===== src/rtl/regfile_32x32_if.sv =====
// ---------------------------------------------------------------------------
// regfile_32x32_if
// Bundles the register file's write port and two read ports.
//   RegWrite       write enable
//   WriteRegister  destination address
//   WriteData      value to store
//   ReadRegister1  read-port-1 address  -> ReadData1 (ALU operandA)
//   ReadRegister2  read-port-2 address  -> ReadData2 (ALU operandB)
// master: the datapath side that drives addresses and write data.
// slave : the register file itself.
// ---------------------------------------------------------------------------
interface regfile_32x32_if #(
    parameter int width = 32,
    parameter int aw    = 5
);
    logic             RegWrite;
    logic [aw-1:0]    WriteRegister;
    logic [width-1:0] WriteData;
    logic [aw-1:0]    ReadRegister1;
    logic [aw-1:0]    ReadRegister2;
    logic [width-1:0] ReadData1;
    logic [width-1:0] ReadData2;

    modport master (
        output RegWrite, WriteRegister, WriteData, ReadRegister1, ReadRegister2,
        input  ReadData1, ReadData2
    );

    modport slave (
        input  RegWrite, WriteRegister, WriteData, ReadRegister1, ReadRegister2,
        output ReadData1, ReadData2
    );
endinterface


===== src/rtl/regfile_32x32.sv =====
// ---------------------------------------------------------------------------
// regfile_32x32
// 32 x 32-bit general-purpose register file with one synchronous write port
// and two combinational read ports. Register 0 has no storage and reads zero.
// Ports:
//   clk    rising-edge clock for all state
//   reset  synchronous active-high clear of r1..r31 (wins over a write)
//   bus    regfile_32x32_if.slave: write port and both read ports
// ---------------------------------------------------------------------------
module regfile_32x32 #(
    parameter int width = 32,
    parameter int depth = 32
) (
    input  logic clk,
    input  logic reset,
    regfile_32x32_if.slave bus
);
    localparam int aw = $clog2(depth);

    // Every read-mux input, including the constant zero for r0.
    logic [width-1:0] word_arr [depth];
    // One-hot write decode; r0 has no enable because it has no storage.
    logic [depth-1:1] write_en;

    assign word_arr[0] = '0;

    genvar gi;
    generate
        for (gi = 1; gi < depth; gi++) begin : g_reg
            logic [width-1:0] q_reg;

            assign write_en[gi] = bus.RegWrite && (bus.WriteRegister == aw'(gi));

            always_ff @(posedge clk) begin
                if (reset) begin
                    q_reg <= '0;
                end else if (write_en[gi]) begin
                    q_reg <= bus.WriteData;
                end
            end

            assign word_arr[gi] = q_reg;
        end
    endgenerate

    // Reads come straight from the flops: no bypass, so a same-cycle write
    // to the addressed register only shows after the edge.
    assign bus.ReadData1 = word_arr[bus.ReadRegister1];
    assign bus.ReadData2 = word_arr[bus.ReadRegister2];
endmodule


===== src/flat_wrapper.sv =====
// flat-port wrapper written by rule: the top's interface ports become plain ports
module regfile_32x32_flat 
#(
    parameter int width = 32,
    parameter int depth = 32
)
  (clk, reset, bus_RegWrite, bus_WriteRegister, bus_WriteData, bus_ReadRegister1, bus_ReadRegister2, bus_ReadData1, bus_ReadData2);
  regfile_32x32_if #(.width(width)) bus_i ();
  input  logic clk;
  input  logic reset;
  input wire logic [$bits(bus_i.RegWrite)-1:0] bus_RegWrite;
  input wire logic [$bits(bus_i.WriteRegister)-1:0] bus_WriteRegister;
  input wire logic [$bits(bus_i.WriteData)-1:0] bus_WriteData;
  input wire logic [$bits(bus_i.ReadRegister1)-1:0] bus_ReadRegister1;
  input wire logic [$bits(bus_i.ReadRegister2)-1:0] bus_ReadRegister2;
  output wire logic [$bits(bus_i.ReadData1)-1:0] bus_ReadData1;
  output wire logic [$bits(bus_i.ReadData2)-1:0] bus_ReadData2;
  assign bus_i.RegWrite = bus_RegWrite;
  assign bus_i.WriteRegister = bus_WriteRegister;
  assign bus_i.WriteData = bus_WriteData;
  assign bus_i.ReadRegister1 = bus_ReadRegister1;
  assign bus_i.ReadRegister2 = bus_ReadRegister2;
  assign bus_ReadData1 = bus_i.ReadData1;
  assign bus_ReadData2 = bus_i.ReadData2;
  regfile_32x32 #(.width(width), .depth(depth)) u_core (.clk(clk), .reset(reset), .bus(bus_i));
endmodule

===== config.mk =====
export PLATFORM = sky130hd
export DESIGN_NAME = regfile_32x32_flat
export DESIGN_NICKNAME = d
export VERILOG_FILES = /design/src/rtl/regfile_32x32_if.sv /design/src/rtl/regfile_32x32.sv /design/src/flat_wrapper.sv
export SDC_FILE = /design/constraint.sdc
export NUM_CORES = 2
export LEC_CHECK = 0
export CAP_MARGIN = 20
export CORE_UTILIZATION = 35
export DETAILED_ROUTE_END_ITERATION = 7
export GPL_TIMING_DRIVEN = 1
export PLACE_DENSITY_LB_ADDON = 0.05
export SKIP_LAST_GASP = 1
export SYNTH_ARGS = -nofsm -noshare
export SYNTH_HDL_FRONTEND = slang
export SYNTH_SLANG_ARGS = --single-unit

===== constraint.sdc =====
create_clock -name clk -period 2.5 [get_ports clk]
set_input_delay 0.5 -clock clk [delete_from_list [all_inputs] [get_ports clk]]
set_output_delay 0.5 -clock clk [all_outputs]
set_load 0.01 [all_outputs]

==> reports/metrics.cfg <==
[clock_network]
clk_pin_slew_ns = 0.06
holdBufCountCts = 0
cts_tree = yes
cts_buffer_depth = 3
cts_sinks = 992
numCtsBuffers = 120
clk_latency_ns = 0.74
h-tree-depth = 3
root_buffer = clkbuf_16

[critical_path]
cp_max_fo = 2
cp.required_ns = 2.00
path_class = reg -> out
cp.arrival_ns = 2.58
critPathLaunchType = flip-flop
endpoint_kind = output port

[cells_and_area]
syn_to_final_growth_pct = 32.4
n_fill_cell = 14000
drive_gt1_frac = 0.217
diodes = 0
largest_reg_flops = 992
final_cell_area_sq_mm = 0.0677
layout_common_cells = nand2_1 (2121), a21oi_1 (1120), dfxtp_1 (920), mux2i_1 (767), buf_4 (491)
final_common_cell = nand2_1
final_util = 0.469
nets = 6973

[drt]
drtAntennaViolNets = 0
maxUsedRoutingLayer = met5
met3_length_mm = 16.5
drt_first_iter_violations = 4948
wl_mm = 231
drc = 0
num_vias = 50200
avgViaCountPerCell = 5.63
firstDrtPassIters = 6
wl_per_cell_um = 25.9
drt-met1-wl_mm = 107
met2_length_mm = 102

[die]
die-area_sq_mm = 0.148
coreArea_sq_mm = 0.144
rows = 139
io_pins = 114
chipWidth_um = 384
die_h_um = 384
initial_core_util = 0.354

[job]
max_cap_viol_count = 0

[timing]
report.final.slew_viol_count = 0
fmax_mhz = 325
relSlewSlack = 0.605
hold_viol = 0
fin_worst_skew_ns = 0
finalCritPeriodShare = 1.23
fin_crit_ns = 3.08
setup_viol = 64
worstMarginPinSlew_ns = 0.593
rsz0062_at_grt = true
worst_slack_ns = -0.578

[power_and_ir_drop]
power_per_cell_area_mw_per_mm2 = 593
p_comb_frac = 0.134
swShare = 0.268
intPower_mw = 29.4
leakage_nw = 25.4
power.share.clock = 0.467
vdd_drop_max_uv = 517
p_switching_mw = 10.8
seqPwrFrac = 0.399

[logic_synthesis]
syn-instance-count = 6580
yosysWarnings = 0
synth_cell_types = 33
syn_avg_cell_area_sq_um = 7.77
yosysSeqAreaShare = 0.388
synth-seq-cells = 992
syn-cell-area_sq_mm = 0.0512
synth_fp_nets = 6630

[place]
gp_congestion = 0.888
dp_hpwl_mm = 149
io_buffers = 113
place_area_sq_mm = 0.0608

[outcome]
outcome = finished, violations left
failed_checks = negative setup slack

[global_routing]
grt_pass1_wl_mm = 334
overflow = 0
antenna_found_initial = 1
grt_pass1_vias = 47300
grt_usage = 0.302
grt_max_degree = 111

[worst_hold_path]
min_path_type = in -> reg

==> Yosys cell counts (all sizes together) <==
| cell type | number | area (sq um) |
|---|---|---|
| nand2 | 2148 | 8070 |
| a21oi | 1120 | 5610 |
| dfxtp | 992 | 19900 |
| mux2i | 768 | 7690 |
| clkbuf | 457 | 1720 |
| a22oi | 256 | 1920 |
| buf | 195 | 1010 |
| nand3 | 192 | 961 |
| nor3 | 76 | 440 |
| nor2b | 73 | 459 |
| a221oi | 64 | 561 |
| a31oi | 64 | 400 |
| mux2 | 64 | 721 |
| mux4 | 64 | 1440 |
| nor2 | 21 | 88.8 |
| nor4 | 8 | 109 |
| nand2b | 7 | 43.8 |
| or2 | 5 | 33.8 |
| and2 | 4 | 25.0 |
| and2b | 1 | 7.51 |
| nand4 | 1 | 6.26 |
==> metrics by stage <==
step           power (mW)  setup TNS (ns)  worst slack (ns)  cells  hold WS [ns]
3_5_place_dp         21.2          -85.63             -1.27   8723         0.457
3_3_place_gp         21.2          -80.29             -1.26   8723         0.452
6_report             40.1          -26.72            -0.578   8918         0.190
2_1_floorplan        18.6               0            0.0926   6580         0.442
4_1_cts              40.2          -28.61            -0.625   8908         0.137
5_1_grt              41.3          -29.97            -0.642   8918         0.166
==> power by group through the flow <==
stage	Clock [mW]	Combinational [mW]	Sequential, mW
2_1_floorplan	0	2.24	16.3
3_3_place_gp	0	4.82	16.4
3_5_place_dp	0	4.82	16.4
4_1_cts	19.0	5.18	16.0
5_1_grt	19.7	5.57	16.0
6_report	18.8	5.37	16.0
==> worst max-delay path, cell delays in order (launching register included) <==
cell	delay [ns]
dfxtp_2	0.32
buf_6	0.11
mux4_2	0.46
nor2b_1	0.14
buf_4	0.15
nor3_4	0.04
a31oi_1	0.20
buf_4	0.19
nand3_2	0.09
buf_6	0.13
==> path summary, 6_finish.rpt <==
path                                                from                                      end  slack, ns  cells after the start
setup / recovery  u_core.g_reg[7].q_reg[17]$_SDFFE_PP0P_                        bus_ReadData2[17]      -0.58                      9
hold / removal                                     reset  u_core.g_reg[18].q_reg[27]$_SDFFE_PP0P_       0.19                      2
setup reg to reg  u_core.g_reg[7].q_reg[19]$_SDFFE_PP0P_   u_core.g_reg[7].q_reg[19]$_SDFFE_PP0P_       1.73                      4
hold reg to reg    u_core.g_reg[7].q_reg[7]$_SDFFE_PP0P_    u_core.g_reg[7].q_reg[7]$_SDFFE_PP0P_       0.46                      2
==> kinds of logic (layout without fill, tap and decap cells) <==
logic type / after synthesis / after routing / share of synthesized area
AOI/OAI and AO/OA: 1504 / 1504 / 0.166
buffers and inverters: 652 / 1087 / 0.0532
DFF: 992 / 992 / 0.388
muxes: 896 / 896 / 0.193
and+or+nand+nor: 2536 / 2536 / 0.200
==> per-layer routing <==
metal  global-route usage  vias to the layer above
li1                     -                    23300
met1                0.435                    24800
met2                0.469                     1772
met3               0.0446                      321
met4               0.0776                        2
met5                    0                        -
==> repair_timing <==
| item | in CTS | in global routing |
|---|---|---|
| buffers inserted | 10 | 10 |
| gates cloned | 2 | 3 |
| endpoints found under the setup margin | 64 | 64 |
| pin swaps | 72 | 51 |
| gates resized for setup | 757 | 111 |
==> layout make-up <==
type	count	area (sq um)	share of cell area
clock buffers	180	3600	0.0532
flip-flops and latches	992	19900	0.295
clock inverters	34	568	0.00839
well taps	1903	2380	0.0352
repair buffers	873	9930	0.147
multi-input cells	4936	31300	0.462
(Power assumes the default switching activity.)
